<file path="src/rtl/branch_resolve_if.sv">
// EX-stage branch bundle between the pipeline and branch_resolve: fetch lookup,
// resolve inputs, redirect/flush outputs and statistics.
interface branch_resolve_if;
  logic [31:0] if_pc;
  logic        pred_taken;
  logic        ex_valid;
  logic        ex_is_branch;
  logic        ex_stall;
  logic [31:0] ex_pc;
  logic [31:0] ex_target;
  logic        ex_pred_taken;
  logic        cmp_s;
  logic        redirect;
  logic [31:0] redirect_pc;
  logic        flush;
  logic [15:0] branch_cnt;
  logic [15:0] mispredict_cnt;

  modport master (
    output if_pc, ex_valid, ex_is_branch, ex_stall, ex_pc, ex_target,
           ex_pred_taken, cmp_s,
    input  pred_taken, redirect, redirect_pc, flush, branch_cnt, mispredict_cnt
  );

  modport slave (
    input  if_pc, ex_valid, ex_is_branch, ex_stall, ex_pc, ex_target,
           ex_pred_taken, cmp_s,
    output pred_taken, redirect, redirect_pc, flush, branch_cnt, mispredict_cnt
  );
endinterface

</file>
<file path="src/rtl/branch_resolve.sv">
// Resolves EX branches against the fetch prediction, trains a 2-bit BHT, counts stats.
// Latency: redirect/flush one cycle after resolve, pred_taken combinational; stalls hold resolution.
module branch_resolve #(
  parameter int BHT_IDX_W = 4
) (
  input logic       clk,
  input logic       reset,
  branch_resolve_if.slave br
);

  localparam int NENT = 1 << BHT_IDX_W;

  typedef enum logic {IDLE, REDIR} state_t;

  state_t                   state;
  logic [NENT-1:0][1:0]     bht;
  logic                     redirect_q;
  logic [31:0]              redirect_pc_q;
  logic [15:0]              branch_cnt_q;
  logic [15:0]              mispredict_cnt_q;

  logic                     res;
  logic                     act;
  logic                     mp;
  logic [31:0]              fall_pc;
  logic [BHT_IDX_W-1:0]     ridx;
  logic [BHT_IDX_W-1:0]     widx;

  assign ridx    = br.if_pc[BHT_IDX_W+1:2];
  assign widx    = br.ex_pc[BHT_IDX_W+1:2];
  // The instruction in EX during REDIR is wrong-path, so it never resolves.
  assign res     = br.ex_valid & br.ex_is_branch & ~br.ex_stall & (state == IDLE);
  assign act     = br.cmp_s;
  assign mp      = act ^ br.ex_pred_taken;
  assign fall_pc = br.ex_pc + 32'd4;

  always_ff @(posedge clk or negedge reset) begin
    if (!reset) begin
      state            <= IDLE;
      redirect_q       <= 1'b0;
      redirect_pc_q    <= 32'h0;
      bht              <= {NENT{2'b01}};
      branch_cnt_q     <= 16'h0;
      mispredict_cnt_q <= 16'h0;
    end else begin
      state      <= IDLE;
      redirect_q <= 1'b0;
      if (res) begin
        branch_cnt_q <= branch_cnt_q + 16'd1;
        if (act) begin
          if (bht[widx] != 2'b11) bht[widx] <= bht[widx] + 2'd1;
        end else begin
          if (bht[widx] != 2'b00) bht[widx] <= bht[widx] - 2'd1;
        end
        if (mp) begin
          state            <= REDIR;
          redirect_q       <= 1'b1;
          redirect_pc_q    <= act ? br.ex_target : fall_pc;
          mispredict_cnt_q <= mispredict_cnt_q + 16'd1;
        end
      end
    end
  end

  assign br.pred_taken     = bht[ridx][1];
  assign br.redirect       = redirect_q;
  assign br.flush          = redirect_q;
  assign br.redirect_pc    = redirect_pc_q;
  assign br.branch_cnt     = branch_cnt_q;
  assign br.mispredict_cnt = mispredict_cnt_q;

endmodule

</file>
<file path="src/flat_wrapper.sv">
// flat-port wrapper written by rule: the top's interface ports become plain ports
module branch_resolve_flat 
#(
  parameter int BHT_IDX_W = 4
)
  (clk, reset, br_if_pc, br_ex_valid, br_ex_is_branch, br_ex_stall, br_ex_pc, br_ex_target, br_ex_pred_taken, br_cmp_s, br_pred_taken, br_redirect, br_redirect_pc, br_flush, br_branch_cnt, br_mispredict_cnt);
  branch_resolve_if br_i ();
  input logic clk;
  input logic reset;
  input wire logic [$bits(br_i.if_pc)-1:0] br_if_pc;
  input wire logic [$bits(br_i.ex_valid)-1:0] br_ex_valid;
  input wire logic [$bits(br_i.ex_is_branch)-1:0] br_ex_is_branch;
  input wire logic [$bits(br_i.ex_stall)-1:0] br_ex_stall;
  input wire logic [$bits(br_i.ex_pc)-1:0] br_ex_pc;
  input wire logic [$bits(br_i.ex_target)-1:0] br_ex_target;
  input wire logic [$bits(br_i.ex_pred_taken)-1:0] br_ex_pred_taken;
  input wire logic [$bits(br_i.cmp_s)-1:0] br_cmp_s;
  output wire logic [$bits(br_i.pred_taken)-1:0] br_pred_taken;
  output wire logic [$bits(br_i.redirect)-1:0] br_redirect;
  output wire logic [$bits(br_i.redirect_pc)-1:0] br_redirect_pc;
  output wire logic [$bits(br_i.flush)-1:0] br_flush;
  output wire logic [$bits(br_i.branch_cnt)-1:0] br_branch_cnt;
  output wire logic [$bits(br_i.mispredict_cnt)-1:0] br_mispredict_cnt;
  assign br_i.if_pc = br_if_pc;
  assign br_i.ex_valid = br_ex_valid;
  assign br_i.ex_is_branch = br_ex_is_branch;
  assign br_i.ex_stall = br_ex_stall;
  assign br_i.ex_pc = br_ex_pc;
  assign br_i.ex_target = br_ex_target;
  assign br_i.ex_pred_taken = br_ex_pred_taken;
  assign br_i.cmp_s = br_cmp_s;
  assign br_pred_taken = br_i.pred_taken;
  assign br_redirect = br_i.redirect;
  assign br_redirect_pc = br_i.redirect_pc;
  assign br_flush = br_i.flush;
  assign br_branch_cnt = br_i.branch_cnt;
  assign br_mispredict_cnt = br_i.mispredict_cnt;
  branch_resolve #(.BHT_IDX_W(BHT_IDX_W)) u_core (.clk(clk), .reset(reset), .br(br_i));
endmodule
</file>
<file path="config.mk">
export PLATFORM = sky130hd
export DESIGN_NAME = branch_resolve_flat
export DESIGN_NICKNAME = d
export VERILOG_FILES = /design/src/rtl/branch_resolve_if.sv /design/src/rtl/branch_resolve.sv /design/src/flat_wrapper.sv
export SDC_FILE = /design/constraint.sdc
export NUM_CORES = 1
export LEC_CHECK = 0
export ABC_AREA = 0
export ABC_CLOCK_PERIOD_IN_PS = 2600
export BUFFER_PORTS_ARGS = -buffer_cell sky130_fd_sc_hd__buf_2
export CAP_MARGIN = 20
export CORE_AREA = 2 2 111 113
export CTS_CLUSTER_SIZE = 10
export DETAILED_ROUTE_END_ITERATION = 7
export DIE_AREA = 0 0 113 115
export PLACE_DENSITY_LB_ADDON = 0.25
export SLEW_MARGIN = 25
export SYNTH_ARGS = -nofsm -noshare
export SYNTH_HDL_FRONTEND = slang
export SYNTH_SLANG_ARGS = --single-unit
</file>
<file path="constraint.sdc">
create_clock -name clk -period 2.6 [get_ports clk]
set_input_delay 0 -clock clk [delete_from_list [all_inputs] [get_ports clk]]
set_output_delay 0 -clock clk [all_outputs]
set_load 0.1 [all_outputs]
</file>
Yosys cells after proc, flatten, opt, wreduce, memory -nomap -nowiden
Cells that the tools add are included.
{"block": "totals", "word_cells": 55, "romBits": 0, "mem_count": 0, "latch_bits": 0, "register_bits": 97, "mem_bits_rw": 0, "out_inout_bits": 67, "inputBits": 103}
{"block": "op_classes", "div_mod_pow": 0, "order_cmp": 3, "add_sub_neg": 5, "eq_ne": 2, "shift": 0, "n_mux": 14, "multipliers": 0, "bitwise_logic": 6, "n_reduce_logical": 5}
{"operator": "2-to-1 mux 32 bit", "n": 4}
{"operator": "bitwise mux 32 bit", "n": 2}
{"operator": "adder 16 x 1 -> 16 bit (second input constant)", "n": 2}
{"operator": "adder 32 x 3 -> 32 bit (second input constant)", "n": 1}
{"operator": "binary-select mux 2 bit (select 4 bit)", "n": 2}
{"operator": "< comparator 4 x 5 -> 1 bit (second input constant)", "n": 2}
{"operator": "demux 2 bit (select 4 bit)", "n": 1}
{"operator": "2-to-1 mux 2 bit", "n": 3}
{"operator": ">= comparator 4 x 1 -> 1 bit (second input constant)", "n": 1}
{"operator": "nonzero test 2 bit", "n": 2}
{"operator": "bitwise AND 1 bit", "n": 3}
{"operator": "AND reduction 3 bit", "n": 1}
{"operator": "adder 2 x 1 -> 2 bit (second input constant)", "n": 1}
{"operator": "2-to-1 mux 1 bit", "n": 2}
{"operator": "inequality test 2 x 1 -> 1 bit (second input constant)", "n": 1}
{"operator": "inequality test 2 bit (second input constant)", "n": 1}
{"operator": "NOT 1 bit", "n": 2}
{"operator": "AND reduction 2 bit", "n": 1}
{"operator": "subtractor 2 x 1 -> 2 bit (second input constant)", "n": 1}
{"operator": "logical AND 1 bit", "n": 1}
{"operator": "XOR 1 bit", "n": 1}

Depth between registers and ports, before layout
Gate-level depths: netlist of the first run.
{"block": "logic_depth", "depth_word": 7, "mapped_depth": 12, "ltp_nobuf": 10}

Least setup slack after synthesis of the first run
No wires, ideal clock.
{"block": "synth_timing", "path_kind": "reg2reg", "startpoint": "register with a tool-made name", "endpoint": "register u_core.bht[17] in the netlist's numbering", "t_arrival_ns": 2.456, "path_slack_ns": 0.020, "period_less_slack_ns": 2.580, "stages_incl_launch_ff": 11, "setup_ns": 0.125, "path_buffers": 0, "required_time_ns": 2.475, "cell_sequence": "dfstp_2 -> mux4_1 -> nor2b_1 -> a211oi_2 -> or2_2 -> inv_1 -> ha_1 -> mux2i_1 -> and3_1 -> nand2_1 -> mux2_2"}
{"element": "end signal, assigned", "line_no": "branch_resolve.sv:42", "rtl": "bht <= {NENT{2'b01}};"}
{"element": "end, declared", "line_no": "branch_resolve.sv:16", "rtl": "logic [NENT-1:0][1:0] bht;"}

Worst setup path after layout of the first run
{"block": "layout_timing", "startpoint": "register u_core.bht[7] in the netlist's numbering", "endpoint": "register u_core.bht[17] in the netlist's numbering"}
{"block": "layout_via", "elab_chain_cells": 6, "word_cells_on_any_way": 14, "classes_between": "add/sub (2); eq/ne (2); mux (7); reduce/logical (3)"}
{"element": "binary-select mux 2 bit (select 4 bit) *", "line_no": "branch_resolve.sv:51, branch_resolve.sv:53"}
{"element": "2-to-1 mux 2 bit (implied by the code) *", "line_no": "branch_resolve.sv:51, branch_resolve.sv:53"}
{"element": "subtractor 2 x 1 -> 2 bit / adder 2 x 1 -> 2 bit (equally long branches)", "line_no": "branch_resolve.sv:53, branch_resolve.sv:51"}
{"element": "bitwise mux 32 bit, on equally long branches", "line_no": "branch_resolve.sv:53, branch_resolve.sv:51"}
{"element": "2-to-1 mux 32 bit, on equally long branches", "line_no": "branch_resolve.sv:53, branch_resolve.sv:51"}
{"element": "2-to-1 mux 32 bit", "line_no": "branch_resolve.sv:50", "rtl": "if (act) begin"}
Every way passes the cells marked *; elsewhere a longest branch is shown, timed or not. The select of a mux whose other input is x is not followed.
A chain may end at the register's enable or synchronous reset.

==> results.md, run 1 <==
- The run finished, with violations left.
- The checks that failed: design-rule violations.
- The remaining number of nets flagged by the antenna check after routing is 0.
- The tightest min-delay check is of the in2reg type.
- The pin count of the biggest net entering global routing is 52.
- The total routed wirelength is between 10000 and 15000 um.
- The later pin in the worst-skew pair is clocked with a latency of 340 ps.
- The worst setup skew after layout is 5.50 ps.
- The clock tree from TritonCTS is yes.
- For this design, the sink count on the clock tree is 97.
- The vias per cell is 5.26.
- In the final layout, the multi-input gates occupy about 2800 um2.
- Clock-pin slew was measured on the worst setup and hold paths at 70 ps.
- The number of antenna diodes in the final layout is 0.
- Routability-driven placement finished with a final weighted congestion of 0.836.
- The share of flip-flops with an asynchronous set or reset after synthesis is 100%.
- The filler-free cell count of the finished design is about 800.
- The via count of the routed design is 4323.
- The placed wire-length estimate after detailed placement is 9440 um.
- The sum of buffers and inverters on the critical path is 0.
- The area growth from synthesis to layout is 32.8%.
- The area of the placeable core is between 10000 and 15000 um2.
- The DRC violation count after routing is 10.
- Each instance of the synthesized netlist takes up on average about 11 um2.
- The cell that appears most often on the critical path is sky130_fd_sc_hd__mux4_2.
- The first global-routing pass estimated 21700 um of wire.
- In this design, the stage delay of the slowest critical-path cell is 520 ps.
- The design draws 5.64 mW.
- In this run the biggest area consumer among cell types represents about two fifths of the synthesized area.
- The via count of the first global-routing pass was 4439.
- Counting instances, the worst hold path has a depth of 3.
- The total power density per cell area is 804 nW/um2.
- The detailed-routing wirelength on met1 is roughly 5700 um.
- The worst setup slack after placement is -342 ps.
- For the finished layout, the period the worst path requires is approximately 2600 ps.
- The worst setup path is of the reg2reg kind.
- The share of the yosys chip area belonging to registers is 46.3%.
- The number of enable-type register cells in the synthesized netlist is 0.
- The gate count of the mapped netlist is 484.
- The detailed router finished its first iteration with 304 violations.
- Once layout is complete, the utilization of the core stands at 59.4%.
- The number of detailed-route iterations in the first pass is 6.
- The logic depth of the worst register-to-register path is 7.
- For this run, the leading register cell type out of synthesis is sky130_fd_sc_hd__dfrtp_1.
- Counting every net in the synthesized netlist gives between 500 and 600.
- The number of library cell types mapped by synthesis is 46.
- The count of buffers from port buffering is 141.
- The TritonCTS buffer count is 9.
- In the final layout, flip-flops and latches occupy about 2400 um2.
- The cell with the most instances after synthesis is sky130_fd_sc_hd__dfrtp_1.
- The post-route worst setup slack is 8.72 ps.
- The slew at the pin closest to its max-slew limit is 739 ps.
- The top routing layer in use is met4.
- The terminating pin of the worst hold path is u_core.br.redirect_pc[0].
- The endpoint identified for the worst register-to-register timing path is u_core.bht[17].
- The detailed route wirelength on metal3 is approximately 580 um.
- The max capacitance violation total is 0.
- The number of I/O pins is 170.
- The H-tree was split into 3 levels.
- The critical-path maximum fanout is 4.
- The area of the die is about 13000 um2.
- The number of antenna violations at the first check in global routing is 0.
- The count of final max-slew check failures came to 0.
- The startpoint identified for the worst hold timing path is br_ex_pc[0].
- For this run, the total global-route usage over all layers was measured as 21.1%.
- The routed design uses 6790 um of met2 wire.
- The worst-case register-to-register setup slack is 9 ps.
- The critical path goes through mux4_2, mux4_2, ha_4, mux2i_4, and3_4, nand2_4, mux2_4.
- The longest clock path from root to sink contains 2 buffers.
- In this run, placement finished with an instance count of 767.
- The number of warnings reported in the yosys synthesis log is 0.
- Dividing the detail-routed wire length by the instance count gives roughly 16 um.
- The number of fillers in the final layout is 1003.
- After layout, the worst path uses between 90% and 100% of the clock period.
- For this configuration, the core starts out at a cell density of 44.7%.
- The worst setup path is captured at a flip-flop.
- Setup repair after global routing could not meet its margin everywhere.
- Derived from the worst setup path, the maximum achievable clock frequency is about 390 MHz.
- By area the synthesized netlist is led by sky130_fd_sc_hd__dfrtp_1 (38%), sky130_fd_sc_hd__dfstp_2 (8.0%), sky130_fd_sc_hd__mux2_2 (7.5%).
- Measured along the x axis, the die boundary spans about 110 um.
- The largest area contributor in the netlist is sky130_fd_sc_hd__dfrtp_1.
- The y dimension of the die is roughly 120 um.
- The cell family contributing the most delay on the critical path is multiplexers.
- The cell type of the slowest stage on the worst timing path is sky130_fd_sc_hd__mux4_2.
- The headroom to the max-slew limit is roughly half.
- Counting instances in the post-synthesis netlist gives the leading cell types as sky130_fd_sc_hd__dfrtp_1 (81), sky130_fd_sc_hd__nand2_1 (56), sky130_fd_sc_hd__xnor2_1 (43).
- The total setup violations reported at the end of the flow is 0.
- The summed instance area of the synthesized netlist is 5290 um2.
- CTS placed an instance of sky130_fd_sc_hd__clkbuf_16 at the clock tree root.
- The synthesized design contains 97 register bits.
- In this run the critical register-to-register path is launched from u_core.bht[7].
- Across all hold checks on the routed design, the worst slack comes to slightly below 10 ps.
- The arrival time of the worst setup path is about 2800 ps.
- The sort of element at the start of the critical path is a flip-flop.
- The number of rows in the core area is 40.
- After the last flow step, the layout net total stands at ~800.
- STA puts the critical path data required time at around 2800 ps.
- The post-route netlist has between 40% and 50% of its cells at a drive strength greater than 1.
- The static leakage is 3.30 nW.
- The final-report hold violation count is 0.
- The maximum resistive drop on vdd is 374 uV.
- The overall overflow remaining after global route is 0.
[where the power goes]
| part | switching [mW] | leakage, nW | internal, mW |
|---|---|---|---|
| registers | 0.184 | 1.21 | 1.78 |
| logic | 1.91 | 1.96 | 0.542 |
| clock network | 0.573 | 0.128 | 0.658 |
| total | 2.67 | 3.30 | 2.98 |
[how the worst max path moves through the flow]
stage | from | endpoint | cells after the start
5_1_grt | u_core.bht[7] | u_core.bht[23] | 7
3_3_place_gp | u_core.bht[7] | u_core.bht[5] | 6
6_report | u_core.bht[7] | u_core.bht[17] | 7
4_1_cts | flip-flop | u_core.bht[17] | 10
2_1_floorplan | flip-flop | u_core.bht[17] | 10
3_5_place_dp | u_core.bht[7] | u_core.bht[17] | 6
[per-layer routing]
metal | vias to the layer above | global-route usage (%)
met1 | 2119 | 26.6
li1 | 2067 | -
met4 | 0 | 10.7
met2 | 107 | 35.3
met5 | - | 0
met3 | 30 | 3.58
[layout make-up]
class                           count  share of cell area, %
Tap cell                          147                   2.62
Clock inverter                      3                  0.374
Inverter                           14                  0.749
Multi-Input combinational cell    348                   39.9
Timing Repair Buffer              200                   18.1
Clock buffer                       13                   3.42
Sequential cell                    97                   34.9
[worst register-to-register path: cells and delay by family, from the launching register on]
family / cells / cell delay, ps
muxes: 4 / 1540
DFF: 1 / 390
and+or+nand+nor: 2 / 360
adders and majority gates: 1 / 190
[layout by cell type, fill, tap and decap left out, drive strengths merged]
master,count
buf,162
xor2,15
dfrtp,81
or4,3
o211ai,3
o21ai,16
nand2b,3
nor4,3
or2,1
and2,3
and4,3
dfstp,16
nand4,11
nand3,22
and3,10
mux2i,10
nand2,57
nor4bb,1
o22ai,13
mux4,14
dlygate4sd3,38
o21a,1
ha,8
clkinv,3
nor3,16
o31ai,2
clkbuf,13
mux2,35
xnor2,43
o31a,1
a211oi,1
a21oi,17
nor2b,5
inv,14
nor2,31
[through the flow]
stage | instance area, um2 | TNS [ps]
5_1_grt | 7020 | -261
2_1_floorplan | 5290 | 0
3_5_place_dp | 6230 | -6940
6_report | 7020 | 0
4_1_cts | 6970 | 0
3_3_place_gp | 6230 | -4620
[what timing repair did]
action	4_1_cts	5_1_grt
pin swaps	4	4
setup buffers	1	0
setup endpoints to repair	32	32
cloned	0	0
gates resized for setup	25	15
hold buffers	38	0
endpoints found under the hold margin	73	0
[logic make-up after synthesis]
family / after synthesis / share of synthesized area [%]
AOI/OAI and AO/OA: 54 / 6.16
adders and majority gates: 8 / 1.89
and+or+nand+nor: 169 / 17.1
muxes: 59 / 15.5
buffers and inverters: 39 / 3.43
xor gates and xnor gates: 58 / 9.61
DFF: 97 / 46.3
No activity file was read; power rests on OpenSTA's default activity.
==> inputs of run 2 (changes only) <==
--- a/config.mk
+++ b/config.mk
@@ -12,2 +12,3 @@
 export CORE_AREA = 2 2 111 113
+export CTS_CLUSTER_DIAMETER = 60
 export CTS_CLUSTER_SIZE = 10
==> constraint.sdc (replaced) <==
create_clock -name clk -period 2.6 [get_ports clk]
set_input_delay 0.52 -clock clk [delete_from_list [all_inputs] [get_ports clk]]
set_output_delay 0.52 -clock clk [all_outputs]
set_load 0.1 [all_outputs]
==> run 2 against run 1 <==
Effect of this change:
- hold slack better by 180 ps
- worst setup slack improved by 15 ps
- critical path depth up 2
- critical path type is now in2reg
- the flow still finishes with violations (design-rule violations)
- fmax grew 0.58%
- total power is 1.4% lower
- cell count fell by 4.3%
- flip-flop and latch count unchanged
- die area unchanged
==> results.md, run 2 (synthesis results as in run 1) <==
- The area of the die is 13000 um2 (unchanged).
- The launch instance of the worst register-to-register path was u_core.bht[7] (unchanged).
- The all-layer global routing usage is 19.8% (was 21.1%).
- The period utilization was 99.1% (was 99.7%).
- The remaining number of nets flagged by the antenna check after routing came to 0 (unchanged).
- The type of element capturing the critical path is a flip-flop (unchanged).
- The via count of the first global-routing pass was 4136 (was 4439).
- The TritonCTS buffer count was 9 (unchanged).
- The area of all placed cells without fillers is 6670 um2 (was 7020 um2).
- RSZ-0062 raised after global routing: true (unchanged).
- The final antenna diode count is 0 (unchanged).
- The headroom to the max-slew limit is 51.2% (was 50.8%).
- The buffer depth of the longest clock path is 2 (unchanged).
- The total setup violations reported at the end of the flow is 0 (unchanged).
- The max capacitance violation total is 0 (unchanged).
- The kind of critical path was in2reg (was reg2reg).
- The length of routed met2 wiring is 6320 um (was 6790 um).
- The ratio of cells with drive above 1 in the final layout is 45.2% (was 42.4%).
- The master cell of the clock root buffer is sky130_fd_sc_hd__clkbuf_16 (unchanged).
- Status: finished with violations (unchanged).
- The placed wire-length estimate after detailed placement is 9270 um (was 9440 um).
- The detailed route wirelength on metal3 came to 530 um (was 578 um).
- The wire length of the first global-routing pass is 20400 um (was 21700 um).
- The vias per cell was 5.25 (was 5.26).
- The synthesis-to-finish area growth was 26.3% (was 32.8%).
- The clock transition time at the flip-flop clock pins of the worst setup and hold paths is 70 ps (about the same).
- The arrival time of the worst setup path came to 2810 ps (was 2820 ps).
- The number of rows in the core area was 40 (unchanged).
- The DRC violation count after routing is 11 (was 10).
- The worst min-delay path category is in2async (was in2reg).
- The pin count of the biggest net entering global routing was 53 (was 52).
- The worst setup skew after layout came to 8.19 ps (was 5.50 ps).
- The area of the placeable core is 11800 um2 (unchanged).
- The static leakage is 3.17 nW (was 3.30 nW).
- Failing checks: design-rule violations (unchanged).
- The count of final max-slew check failures is 0 (unchanged).
- The slew at the pin closest to its max-slew limit is 733 ps (was 739 ps).
- The final-report hold violation count is 0 (unchanged).
- The overall overflow remaining after global route is 0 (unchanged).
- The starting density of the core was 44.7% (unchanged).
- The logic depth of the worst register-to-register path is 7 (unchanged).
- The number of clock sinks came to 97 (unchanged).
- The detailed-routing wirelength on met1 was 5500 um (was 5730 um).
- The clock tree from TritonCTS is yes (unchanged).
- The tightest hold margin is 185 ps (was 9.87 ps).
- The filler-free cell count of the finished design is 787 (was 822).
- The detail-routed net length per standard cell is 16.0 um (was 16.4 um).
- The maximum level of the CTS H-tree was 3 (unchanged).
- The placed standard-cell area was 6290 um2 (was 6230 um2).
- The number of antenna violations at the first check in global routing was 0 (unchanged).
- The sort of element at the start of the critical path is an input port (was flip-flop).
- The top routing layer in use is met4 (unchanged).
- The via count of the routed design is 4133 (was 4323).
- The count of placed standard cells including taps is 770 (was 767).
- The count of buffers from port buffering was 141 (unchanged).
- The worst setup slack after placement is -457 ps (was -342 ps).
- The number of I/O pins is 170 (unchanged).
- The routability congestion estimate was 0.824 (was 0.836).
- The total of hold buffers inserted after clock tree synthesis came to 0 (was 38).
- The number of fillers in the final layout was 1011 (was 1003).
- The total power density per cell area is 834 nW/um2 (was 804 nW/um2).
- The layout net count was 746 (was 781).
- The total routed wirelength is 12600 um (was 13500 um).
- The maximum resistive drop on vdd is 373 uV (was 374 uV).
- The y dimension of the die is 115 um (unchanged).
- The setup total negative slack is 0 ps (unchanged).
- The post-layout minimum cycle time is 2580 ps (was 2590 ps).
- The DRC violation total after the first TritonRoute iteration is 358 (was 304).
- The leading cell type in the layout, fill and taps excluded was sky130_fd_sc_hd__buf_2 (unchanged).
- The post-route worst setup slack was 23.7 ps (was 8.72 ps).
- The worst path required time is 2830 ps (about the same).
- The chip width is 113 um (unchanged).
- The fmax is 388 MHz (was 386 MHz).
- Leading cell types in the layout, fill and taps excluded: sky130_fd_sc_hd__buf_2 (138), sky130_fd_sc_hd__dfrtp_1 (81), sky130_fd_sc_hd__nand2_1 (44) (was sky130_fd_sc_hd__buf_2 (140), sky130_fd_sc_hd__dfrtp_1 (81), sky130_fd_sc_hd__xnor2_1 (42)).
- The source of the critical timing path is br_ex_pc[2] (was u_core.bht[7]).
- The clock latency of the later-clocked register in the worst-skew pair came to 350 ps (was 340 ps).
- The number of detailed-route iterations in the first pass was 6 (unchanged).
- The critical-path maximum fanout was 5 (was 4).
[run 2: timing repair]
action | CTS | global route
gates resized for setup | 8 | 23
gates cloned | 0 | 1
setup endpoints to repair | 32 | 33
pin swaps | 0 | 7
buffers inserted | 0 | 0
[run 2: final cells by class]
cell class | instances | area, um2 | share of cell area [%]
clock inverter | 5 | 33.8 | 0.506
tap | 147 | 184 | 2.76
multi-input combinational | 348 | 2780 | 41.6
inverter | 14 | 52.6 | 0.788
timing repair buffer | 165 | 947 | 14.2
sequential | 97 | 2450 | 36.7
clock buffer | 11 | 233 | 3.49
[run 2: where the power goes]
group / total (mW) / internal, mW / switching, mW
combinational: 2.37 / 0.499 / 1.87
clock: 1.24 / 0.650 / 0.587
sequential: 1.96 / 1.78 / 0.186
total: 5.57 / 2.92 / 2.64
[run 2: through the flow]
stage	power [mW]	util [%]
CTS	5.59	55.8
finish	5.57	56.5
floorplan	3.84	-
global placement	4.30	53.3
detailed placement	4.34	53.3
global route	5.80	56.5
[run 2: path summary, 6_finish.rpt]
path | to | slack [ps]
hold / removal | u_core.bht[7] | 190
max in group asynchronous | asynchronous set/reset pin | 1650
setup reg to reg | u_core.bht[17] | 30
setup / recovery | u_core.bht[17] | 20
min in group clk | u_core.br.redirect_pc[16] | 440
hold reg to reg | u_core.br.branch_cnt[15] | 460
[run 2: critical path, cell delays in order]
cell and delay (ps):
sky130_fd_sc_hd__buf_8 80, sky130_fd_sc_hd__buf_12 120, sky130_fd_sc_hd__mux4_2 510, sky130_fd_sc_hd__mux4_2 520, sky130_fd_sc_hd__ha_4 190, sky130_fd_sc_hd__mux2i_4 180, sky130_fd_sc_hd__and3_4 300, sky130_fd_sc_hd__nand2_4 80
sky130_fd_sc_hd__mux2_4 310
[run 2: layer usage]
| layer | GRT usage, % | vias to the layer above |
|---|---|---|
| met4 | 7.64 | 0 |
| met2 | 33.1 | 102 |
| met1 | 25.8 | 2013 |
| met5 | 0 | - |
| li1 | - | 2001 |
| met3 | 3.80 | 17 |
==> inputs of run 3 (changes only) <==
Settings changed: ABC_CLOCK_PERIOD_IN_PS 2600 to 3100, CORE_AREA 2 2 111 113 to 2 2 102 104, DIE_AREA 0 0 113 115 to 0 0 104 106.
Clock period 2.6 ns to 3.1 ns, I/O delays scaled along.
==> run 3 against run 2 <==
Effect of this change:
- the flow now finishes without violations
- critical path depth rose by 2
- hold slack better by 70 ps
- final area is 4.5% lower
- clock power down 30%
==> results.md, run 3 (synthesis results as in run 1) <==
- Status: completed (was finished with violations).
- The cell type of the slowest stage on the worst timing path was sky130_fd_sc_hd__mux4_2 (unchanged).
- The maximum level of the CTS H-tree is 3 (unchanged).
- The part of the power in registers is 37.0% (was 35.2%).
- Leading cell types in the layout, fill and taps excluded: sky130_fd_sc_hd__buf_2 (140), sky130_fd_sc_hd__dfrtp_1 (81), sky130_fd_sc_hd__nand2_1 (56) (was sky130_fd_sc_hd__buf_2 (138), sky130_fd_sc_hd__dfrtp_1 (81), sky130_fd_sc_hd__nand2_1 (44)).
- The cell family contributing the most delay on the critical path is multiplexers (unchanged).
- The starting density of the core is 52.9% (was 44.7%).
- The pin count of the biggest net entering global routing is 51 (was 53).
- The placed wire-length estimate after detailed placement is 8890 um (was 9270 um).
- The post-cts gate resize count is 0 (was 8).
- The synthesis-to-finish area growth is 20.6% (was 26.3%).
- The total setup violations reported at the end of the flow is 0 (unchanged).
- The maximum resistive drop on vdd was 436 uV (was 373 uV).
- The clock latency of the later-clocked register in the worst-skew pair was 370 ps (was 350 ps).
- The worst setup skew after layout came to 15.5 ps (was 8.19 ps).
- The overall overflow remaining after global route came to 0 (unchanged).
- The leading cell type in the layout, fill and taps excluded is sky130_fd_sc_hd__buf_2 (unchanged).
- The clock tree from TritonCTS is yes (unchanged).
- The post-route worst setup slack is 255 ps (was 23.7 ps).
- The headroom to the max-slew limit is 54.5% (was 51.2%).
- The area of all placed cells without fillers is 6370 um2 (was 6670 um2).
- The detail-routed net length per standard cell came to 15.6 um (was 16.0 um).
- The y dimension of the die is 106 um (was 115 um).
- The ratio of cells with drive above 1 in the final layout is 40.6% (was 45.2%).
- The worst min-delay path category is in2async (unchanged).
- The max capacitance violation total was 0 (unchanged).
- The DRC violation count after routing is 0 (was 11).
- The count of buffers from port buffering is 141 (unchanged).
- The count of final max-slew check failures is 0 (unchanged).
- The all-layer global routing usage came to 21.9% (was 19.8%).
- The sort of element at the start of the critical path is an input port (unchanged).
- The post-layout minimum cycle time is between 2000 and 3000 ps.
- The final antenna diode count is 0 (unchanged).
- The buffer depth of the longest clock path is 2 (unchanged).
- The master cell of the clock root buffer is sky130_fd_sc_hd__clkbuf_8 (was sky130_fd_sc_hd__clkbuf_16).
- The logic gate share of total power came to 43.5% (was 42.5%).
- The count of placed standard cells including taps is 751 (was 770).
- The fmax is 352 MHz.
- The number of I/O pins is 170 (unchanged).
- The number of clock sinks is 97 (unchanged).
- The via count of the routed design is 4084 (was 4133).
- The part of the power in the clock network is 19.5% (was 22.2%).
- The clock transition time at the flip-flop clock pins of the worst setup and hold paths is 100 ps (was 70 ps).
- The post-CTS repair timing setup buffer count came to 0 (unchanged).
- The area of the placeable core came to 10000 um2 (was 11800 um2).
- The placed standard-cell area is 6170 um2 (was 6290 um2).
- The worst setup slack after placement is -126 ps (was -457 ps).
- The total power density per cell area came to 698 nW/um2 (was 834 nW/um2).
- The type of element capturing the critical path is a flip-flop (unchanged).
- The final-report hold violation count is 0 (unchanged).
- The static leakage came to 3.06 nW (was 3.17 nW).
- In the finished design, the share of the clock period the worst path needs comes to 91.8%.
- The area of the die came to 11000 um2 (was 13000 um2).
- The internal power consumption is 2.26 mW (was 2.92 mW).
- The chip width is 104 um (was 113 um).
- The net switching component of the power is 2.18 mW (was 2.64 mW).
- The filler-free cell count of the finished design was 767 (was 787).
- The TritonCTS buffer count is 9 (unchanged).
- The arrival time of the worst setup path came to 3100 ps (was 2810 ps).
- The critical-path maximum fanout was 5 (unchanged).
- The worst path required time came to 3360 ps (was 2830 ps).
- The DRC violation total after the first TritonRoute iteration is 130 (was 358).
- The vias per cell is 5.32 (was 5.25).
- Crit-path cells: buf_2, buf_4, mux4_2, a211oi_2, or2_2, inv_1, ha_1, mux2i_1, and3_1, nand2_1, mux2_2 (was buf_8, buf_12, mux4_2, mux4_2, ha_4, mux2i_4, and3_4, nand2_4, mux2_4).
- The remaining number of nets flagged by the antenna check after routing is 0 (unchanged).
- The routability congestion estimate was 0.834 (was 0.824).
- The number of rows in the core area is 37 (was 40).
- The post-layout utilization of the core is 63.7% (was 56.5%).
- RSZ-0062 raised after global routing: false (was true).
- The via count of the first global-routing pass is 4097 (was 4136).
- The total of hold buffers inserted after clock tree synthesis is 0 (unchanged).
- The number of antenna violations at the first check in global routing is 0 (unchanged).
- The kind of critical path is in2reg (unchanged).
- The total routed wirelength is 11900 um (was 12600 um).
- The layout net count is 737 (was 746).
- The switching portion of total power came to 49.1% (was 47.4%).
- The sum of buffers and inverters on the critical path came to 3 (was 2).
- The number of detailed-route iterations in the first pass came to 4 (was 6).
- The wire length of the first global-routing pass is 19600 um (was 20400 um).
- The slew at the pin closest to its max-slew limit is 683 ps (was 733 ps).
- The largest incremental delay on the critical path was 520 ps (about the same).
[run 3: path summary, 6_finish.rpt]
| check | cells past startpoint | startpoint | end | slack (ps) |
|---|---|---|---|---|
| setup reg to reg | 10 | flip-flop | u_core.bht[17] | 330 |
| hold / removal | 1 | reset | u_core.br.branch_cnt[9] | 250 |
| min in group clk | 1 | u_core.br.mispredict_cnt[15] | u_core.br.mispredict_cnt[15] | 490 |
| hold reg to reg | 1 | u_core.br.mispredict_cnt[15] | u_core.br.mispredict_cnt[15] | 490 |
| max in group asynchronous | 2 | reset | asynchronous set/reset pin | 2090 |
| setup / recovery | 11 | br_ex_pc[2] | u_core.bht[17] | 260 |
[run 3: worst register-to-register path: stages, from the launching register on]
cell,delay (ps)
sky130_fd_sc_hd__dfstp_2,380
sky130_fd_sc_hd__mux4_1,480
sky130_fd_sc_hd__nor2b_1,160
sky130_fd_sc_hd__a211oi_2,280
sky130_fd_sc_hd__or2_2,170
sky130_fd_sc_hd__inv_1,40
sky130_fd_sc_hd__ha_1,190
sky130_fd_sc_hd__mux2i_1,240
sky130_fd_sc_hd__and3_1,320
sky130_fd_sc_hd__nand2_1,140
sky130_fd_sc_hd__mux2_2,290
[run 3: final cells by class]
class                           instances  area, um2
Fill cell                             838       3630
Timing Repair Buffer                  156        833
Clock inverter                          7       82.6
Sequential cell                        97       2450
Tap cell                              136        170
Inverter                               14       52.6
Multi-Input combinational cell        348       2660
Clock buffer                            9        124
[run 3: per-layer routing]
layer	part of all wire (%)	vias up	GRT usage, %
li1	-	1982	-
met1	44	1963	29.8
met2	49	117	35.9
met3	4.2	22	3.00
met4	2.2	0	8.49
met5	0	-	0
[run 3: power groups by stage]
| stage | logic [mW] | clock network [mW] | registers (mW) |
|---|---|---|---|
| finish | 1.93 | 0.868 | 1.64 |
| global route | 2.02 | 0.937 | 1.67 |
| CTS | 1.94 | 0.891 | 1.64 |
| detailed placement | 1.94 | 0 | 1.67 |
| global placement | 1.92 | 0 | 1.66 |
| floorplan | 0.393 | 0 | 2.81 |
[run 3: per-stage QoR]
| stage | setup TNS (ps) | hold WS, ps | total power, mW |
|---|---|---|---|
| after floorplan | 0 | 324 | 3.20 |
| after global placement | -1490 | 456 | 3.57 |
| after detailed placement | -2430 | 465 | 3.61 |
| after CTS | 0 | 271 | 4.48 |
| after global routing | 0 | 300 | 4.63 |
| final | 0 | 255 | 4.44 |
